File: config.mk
export PLATFORM = sky130hd
export DESIGN_NAME = bin_win3x3_gen
export DESIGN_NICKNAME = d
export VERILOG_FILES = /design/src/rtl/bin_win_pkg.sv /design/src/rtl/bin_line_buf.sv /design/src/rtl/bin_win3x3_gen.sv
export SDC_FILE = /design/constraint.sdc
export NUM_CORES = 2
export LEC_CHECK = 0
export BUFFER_PORTS_ARGS = -buffer_cell sky130_fd_sc_hd__buf_2
export CAP_MARGIN = 25
export CORE_ASPECT_RATIO = 0.9
export CORE_MARGIN = 5
export CORE_UTILIZATION = 35
export CTS_CLUSTER_SIZE = 14
export DETAILED_ROUTE_END_ITERATION = 8
export SLEW_MARGIN = 20
export SYNTH_ARGS = -nofsm -noshare
export SYNTH_HDL_FRONTEND = slang
export SYNTH_HIERARCHICAL = 1
export SYNTH_SLANG_ARGS = --single-unit
File: constraint.sdc
create_clock -name video_clk -period 36 [get_ports video_clk]
set_input_delay 1.8 -clock video_clk [delete_from_list [all_inputs] [get_ports video_clk]]
set_output_delay 1.8 -clock video_clk [all_outputs]
set_load 0.02 [all_outputs]
File: src/rtl/bin_win_pkg.sv
`default_nettype none
// ============================================================================
// Module   : bin_win_pkg
// Brief    : Shared constants and types for the 3x3 binary window generator.
// Revision : 1.0 - initial release
// ============================================================================
package bin_win_pkg;

    // Clocks from pixel input to aligned taps and delayed syncs
    localparam int   BIN_WIN_LAT = 2;

    // Value substituted for taps that fall outside the frame
    localparam logic PAD_VAL     = 1'b0;

    // Window row indices: oldest line first, current line last
    localparam int   ROW_YM2     = 0;
    localparam int   ROW_YM1     = 1;
    localparam int   ROW_Y       = 2;

    // Video timing bundle carried through the sync delay line
    typedef struct packed {
        logic vs;
        logic hs;
        logic de;
    } sync_t;

endpackage
`default_nettype wire

File: src/rtl/bin_line_buf.sv
`default_nettype none
// ============================================================================
// Module   : bin_line_buf
// Brief    : 1-bit line buffer RAM, registered read, read-before-write on a
//            shared address. Separate read/write addresses let the second
//            buffer in the cascade be written one clock after it is read.
// Revision : 1.0 - initial release
// ============================================================================
module bin_line_buf #(
    parameter int DEPTH = 1280,
    parameter int AW    = 11
) (
    input  logic          i_clk,
    input  logic          i_rd_en,
    input  logic [AW-1:0] i_rd_addr,
    output logic          o_rd_data,
    input  logic          i_wr_en,
    input  logic [AW-1:0] i_wr_addr,
    input  logic          i_wr_data
);

    logic r_mem [0:DEPTH-1];

    // Registered read returns the old contents when the write hits the same address
    always_ff @(posedge i_clk) begin
        if (i_rd_en) begin
            o_rd_data <= r_mem[i_rd_addr];
        end
        if (i_wr_en) begin
            r_mem[i_wr_addr] <= i_wr_data;
        end
    end

endmodule
`default_nettype wire

File: src/rtl/bin_win3x3_gen.sv
`default_nettype none
// ============================================================================
// Module   : bin_win3x3_gen
// Brief    : 3x3 binary neighbourhood window from a raster 1-bit pixel stream,
//            zero-padded at frame edges, syncs delayed to stay aligned.
// Revision : 1.0 - initial release
// ============================================================================
module bin_win3x3_gen
    import bin_win_pkg::*;
#(
    parameter int H_ACTIVE = 1280,
    parameter int CNT_W    = 12
) (
    input  logic video_clk,
    input  logic rst_n,
    input  logic vs_in,
    input  logic hs_in,
    input  logic de_in,
    input  logic bin_in,
    output logic vs_out,
    output logic hs_out,
    output logic de_out,
    output logic bin_data_11,
    output logic bin_data_12,
    output logic bin_data_13,
    output logic bin_data_21,
    output logic bin_data_22,
    output logic bin_data_23,
    output logic bin_data_31,
    output logic bin_data_32,
    output logic bin_data_33
);

    localparam int               AW       = (H_ACTIVE > 1) ? $clog2(H_ACTIVE) : 1;
    localparam logic [CNT_W-1:0] C_X_LAST = CNT_W'(H_ACTIVE - 1);

    logic [CNT_W-1:0] r_x;
    logic [CNT_W-1:0] r_y;
    logic             r_x_ovf;
    sync_t            r_sync [0:BIN_WIN_LAT-1];

    logic             r_bin1;
    logic             r_we1;
    logic [AW-1:0]    r_addr1;
    logic             r_pad_ym1;
    logic             r_pad_ym2;
    logic [0:2]       r_win [0:2];

    logic [AW-1:0]    w_addr;
    logic             w_lb_we;
    logic             w_lb_a_q;
    logic             w_lb_b_q;
    logic             w_vs_rise;
    logic             w_de_fall;
    logic [2:0]       w_col;

    assign w_addr    = r_x[AW-1:0];
    // Pixels past the end of an overlong line must not clobber the last column
    assign w_lb_we   = de_in & ~r_x_ovf;
    assign w_vs_rise = vs_in & ~r_sync[0].vs;
    assign w_de_fall = ~de_in & r_sync[0].de;

    // Sync delay line, one entry per pipeline stage
    always_ff @(posedge video_clk or negedge rst_n) begin
        if (!rst_n) begin
            for (int i = 0; i < BIN_WIN_LAT; i++) begin
                r_sync[i] <= '0;
            end
        end else begin
            r_sync[0] <= '{vs: vs_in, hs: hs_in, de: de_in};
            for (int i = 1; i < BIN_WIN_LAT; i++) begin
                r_sync[i] <= r_sync[i-1];
            end
        end
    end

    // Column counter: saturates at the last column and flags any extra pixels
    always_ff @(posedge video_clk or negedge rst_n) begin
        if (!rst_n) begin
            r_x     <= '0;
            r_x_ovf <= 1'b0;
        end else if (de_in) begin
            if (r_x == C_X_LAST) begin
                r_x_ovf <= 1'b1;
            end else begin
                r_x <= r_x + CNT_W'(1);
            end
        end else begin
            r_x     <= '0;
            r_x_ovf <= 1'b0;
        end
    end

    // Row counter: cleared by frame start, advanced at each line end, saturating
    always_ff @(posedge video_clk or negedge rst_n) begin
        if (!rst_n) begin
            r_y <= '0;
        end else if (w_vs_rise) begin
            r_y <= '0;
        end else if (w_de_fall && (r_y != '1)) begin
            r_y <= r_y + CNT_W'(1);
        end
    end

    // LB_A holds line y-1; written with the live pixel
    bin_line_buf #(
        .DEPTH (H_ACTIVE),
        .AW    (AW)
    ) u_lb_a (
        .i_clk     (video_clk),
        .i_rd_en   (de_in),
        .i_rd_addr (w_addr),
        .o_rd_data (w_lb_a_q),
        .i_wr_en   (w_lb_we),
        .i_wr_addr (w_addr),
        .i_wr_data (bin_in)
    );

    // LB_B holds line y-2; receives the old LB_A word one clock after it was read
    bin_line_buf #(
        .DEPTH (H_ACTIVE),
        .AW    (AW)
    ) u_lb_b (
        .i_clk     (video_clk),
        .i_rd_en   (de_in),
        .i_rd_addr (w_addr),
        .o_rd_data (w_lb_b_q),
        .i_wr_en   (r_we1),
        .i_wr_addr (r_addr1),
        .i_wr_data (w_lb_a_q)
    );

    // Stage 1: live pixel, write bookkeeping for LB_B and row padding masks
    always_ff @(posedge video_clk or negedge rst_n) begin
        if (!rst_n) begin
            r_bin1    <= 1'b0;
            r_we1     <= 1'b0;
            r_addr1   <= '0;
            r_pad_ym1 <= 1'b0;
            r_pad_ym2 <= 1'b0;
        end else begin
            r_bin1    <= bin_in;
            r_we1     <= w_lb_we;
            r_addr1   <= w_addr;
            r_pad_ym1 <= (r_y == '0);
            r_pad_ym2 <= (r_y < CNT_W'(2));
        end
    end

    // Newest column; buffered rows are padded above the frame and on overlong pixels
    assign w_col[ROW_Y]   = r_bin1;
    assign w_col[ROW_YM1] = (r_pad_ym1 | ~r_we1) ? PAD_VAL : w_lb_a_q;
    assign w_col[ROW_YM2] = (r_pad_ym2 | ~r_we1) ? PAD_VAL : w_lb_b_q;

    // Stage 2: column shift registers, flushed in blanking so lines never bleed
    always_ff @(posedge video_clk or negedge rst_n) begin
        if (!rst_n) begin
            for (int r = 0; r < 3; r++) begin
                r_win[r] <= '0;
            end
        end else if (!r_sync[0].de) begin
            for (int r = 0; r < 3; r++) begin
                r_win[r] <= {3{PAD_VAL}};
            end
        end else begin
            for (int r = 0; r < 3; r++) begin
                r_win[r] <= {r_win[r][1], r_win[r][2], w_col[r]};
            end
        end
    end

    assign vs_out      = r_sync[BIN_WIN_LAT-1].vs;
    assign hs_out      = r_sync[BIN_WIN_LAT-1].hs;
    assign de_out      = r_sync[BIN_WIN_LAT-1].de;

    assign bin_data_11 = r_win[ROW_YM2][0];
    assign bin_data_12 = r_win[ROW_YM2][1];
    assign bin_data_13 = r_win[ROW_YM2][2];
    assign bin_data_21 = r_win[ROW_YM1][0];
    assign bin_data_22 = r_win[ROW_YM1][1];
    assign bin_data_23 = r_win[ROW_YM1][2];
    assign bin_data_31 = r_win[ROW_Y][0];
    assign bin_data_32 = r_win[ROW_Y][1];
    assign bin_data_33 = r_win[ROW_Y][2];

endmodule
`default_nettype wire

==> impl_metrics.tcl <==
set metrics [dict create \
    status "finished clean" \
    synth_fa_ha_area_share_pct 0.0332 \
    post_cts_buffers 0 \
    slew_viol_final 0 \
    grt_pass1_wl_um 457000 \
    wl_met3_um 33100 \
    vias 67200 \
    syn_inst 7650 \
    drive_gt1_share_pct 18.3 \
    die_area_um2 334000 \
    hold_class "reg2reg" \
    grt_pass1_vias 66000 \
    clockBufferDepth 4 \
    core_area_um2 322000 \
    critPathMaxFanout 95 \
    slew_headroom_pct 17.9 \
    grt_overflow 0 \
    ys.flop_type "edfxtp_1" \
    cts_resized 0 \
    cts_tree "done" \
    synth.distinct_cells 74 \
    critPathKind "reg2reg" \
    wl_per_cell_um 26.7 \
    fin_crit_ns 6.30 \
    clock_skew_ns 0.0496 \
    htreeDepth 5 \
    drc 0 \
    muxShareOfSynthArea_pct 14.6 \
    ctsHoldBuffers 0 \
    ff2ff_setup_slack_ns 29.70 \
    p_leak_nw 36.6 \
    path_clk_slew_ns 0.06 \
    wl_met1_um 124000 \
    fmax_mhz 159 \
    gp_congestion 0.754 \
    startpoint_type "flop" \
    hold_violations 0 \
    antenna_found_initial 8 \
    top_layer "met5" \
    setup_viol 0 \
    cp-end-kind "flop" \
    drtIter0Drc 8966 \
    rsz0062_at_grt "false" \
    synth_area_um2 113000 \
    numCtsBuffers 282 \
    stdcell_count 11900 \
    die_h_um 549 \
    irDropWorstVdd_v 0.0000380 \
    wl_met2_um 152000 \
    grt_use_total_pct 18.4 \
    grt_start_max_net_pins 302 \
    first_pass_iters 8 \
    crit_arrival_ns 6.88 \
    syn_to_final_growth_pct 12.4 \
    cts.sinks 2617 \
    initial_core_util_pct 35.1 \
    synth-async-reset-ratio_pct 2.10 \
    setup_tns_ns 0 \
    ant_nets 0 \
    dieWidth_um 609 \
    synth-compound-area-share_pct 1.97 \
    io_pins 18 \
    synth_seq_cells 2617 \
    cts-root-buf "clkbuf_16" \
    synthXorXnorAreaFrac_pct 0.0543 \
    yosysWarnings 6 \
    hpwl_um 161000 \
    avgViaCountPerCell 5.63 \
    synth-simple-area-share_pct 11.0 \
    synth_edf_count 2562 \
    synth-seq-area-share_pct 69.3 \
    dpl.cell_count 11400 \
    avgSynthCellArea_um2 14.8 \
    synth_top_family_by_area "multiplexers" \
    timing.critical_path.required_ns 36.58 \
    rows 198 \
    fin_nets 7427 \
    max-cap-violations 0 \
    synth_nets 7659 \
    powerDensity_nw_per_um2 51.0 \
    tightest_slew_ns 1.23 \
    io_buffers 17 \
    period_share_pct 17.5 \
    routed_wl_um 318000 \
    power.total_mw 6.48 \
    clkLatencyLatePin_ns 0.86 \
]
Yosys cell counts (all sizes together) (10+ instances only):
cell type  count  share of area, %
mux2          10              0.10
dfrtp         55               1.2
nand3         95              0.42
nor2        2614               8.7
o211ai        22              0.15
a211oi        10             0.066
and2          20              0.11
buf          300               1.4
mux2i        138               1.2
o31ai         10             0.066
nand2        247              0.82
nor3          21             0.093
edfxtp      2562                68
nor4          11             0.074
nor3b         25              0.17
nand2b        19              0.11
clkbuf       453               1.5
nor2b         17             0.094
nand4         24              0.16
mux4         662                13
o22ai         20              0.11
and3b         11             0.085
o21ai         30              0.13
a21oi         40              0.18
inv           19             0.063
a221oi        34              0.26
a22oi         78              0.52
layout make-up:
cell class / instances / area [µm²]
fillers: 29400 / 195000
flip-flops and latches: 2617 / 78300
multi-input cells: 4261 / 32100
clock buffers: 367 / 7550
well taps: 4300 / 5380
repair buffers: 237 / 2660
clock inverters: 118 / 951
inverters: 19 / 76.3
diodes: 5 / 12.5
stage by stage:
step | area (µm²) | hold WS (ns) | setup slack [ns] | utilization [%]
2_1_floorplan | 113000 | 0.331 | 17.75 | -
3_3_place_gp | 117000 | 0.334 | 29.54 | 36.3
3_5_place_dp | 118000 | 0.346 | 29.50 | 36.5
4_1_cts | 126000 | 0.359 | 29.50 | 39.1
5_1_grt | 127000 | 0.363 | 29.16 | 39.4
6_report | 127000 | 0.355 | 29.70 | 39.4
worst paths after layout:
kind                       depth (start not counted)                to  startpoint
min reg2reg                                        0            hs_out   r_sync[4]
max reg2reg                                       11  u_lb_b/o_rd_data      r_x[0]
max                                               11  u_lb_b/o_rd_data      r_x[0]
max in group asynchronous                          2            r_x[3]       rst_n
min in group asynchronous                          2       r_addr1[10]       rst_n
min                                                0            hs_out   r_sync[4]
flip-flops by register name (all words and copies together), names as in the netlist, 3 cells and up:
register	flops
r_sync	3
r_addr1	11
u_lb_b/r_mem	1280
r_y	12
r_x	12
u_lb_a/r_mem	1280
worst max-delay path: stages (launching register included):
cell      delay, ns
dfrtp_4        0.71
buf_12         0.56
buf_12         0.57
buf_4          0.70
buf_4          0.81
mux4_2         0.59
mux4_2         0.50
o211ai_1       0.27
a31oi_1        0.33
a311o_1        0.42
o311ai_1       0.12
nand3_1        0.13
per-layer routing:
metal  track usage [%]  vias up
met4              4.59        2
met3              3.66      540
met2              30.3     3342
met5                 0        -
li1                  -    27700
met1              25.2    35600
cell usage in the layout, fill, tap and decap left out, types with 11 or more instances in the layout:
master,synthesis,routed
nand4_1,22,22
nor2_1,2614,2608
inv_1,19,17
mux4_1,20,20
mux2i_1,138,138
buf_8,2,42
nand2_1,247,222
nand2_2,0,25
clkinv_2,0,28
and2_1,20,20
a221oi_1,34,34
buf_4,20,130
mux4_2,642,642
buf_16,0,12
o21ai_0,28,28
dfrtp_1,55,46
nand3_2,0,31
clkbuf_1,453,75
o211ai_1,22,22
clkbuf_16,0,289
nand2b_1,19,19
nor2b_1,17,14
buf_2,102,17
a22oi_1,78,78
edfxtp_1,2562,2562
nor3b_1,25,12
and3b_1,11,11
nand3_1,95,30
o22ai_1,20,20
a21oi_1,40,40
nand3_4,0,34
clkinv_1,0,54
nor3b_2,0,11
nor3_1,21,16
buf_12,6,27
kinds of logic (layout without fill, tap and decap cells):
logic type	Yosys count	in the layout
compound gates	306	306
fa+ha+maj	3	3
mux	810	810
flops	2617	2617
xor+xnor	7	7
other cells	0	5
buf+inv	772	741
simple gates	3135	3135
report_power, final:
| part | leakage, nW | internal (mW) | total, mW | switching [mW] |
|---|---|---|---|---|
| registers | 23.7 | 3.38 | 3.39 | 0.00660 |
| clock network | 4.13 | 1.55 | 2.73 | 1.18 |
| logic | 8.69 | 0.143 | 0.368 | 0.225 |
| total | 36.6 | 5.08 | 6.48 | 1.41 |
(Power assumes the default switching activity.)
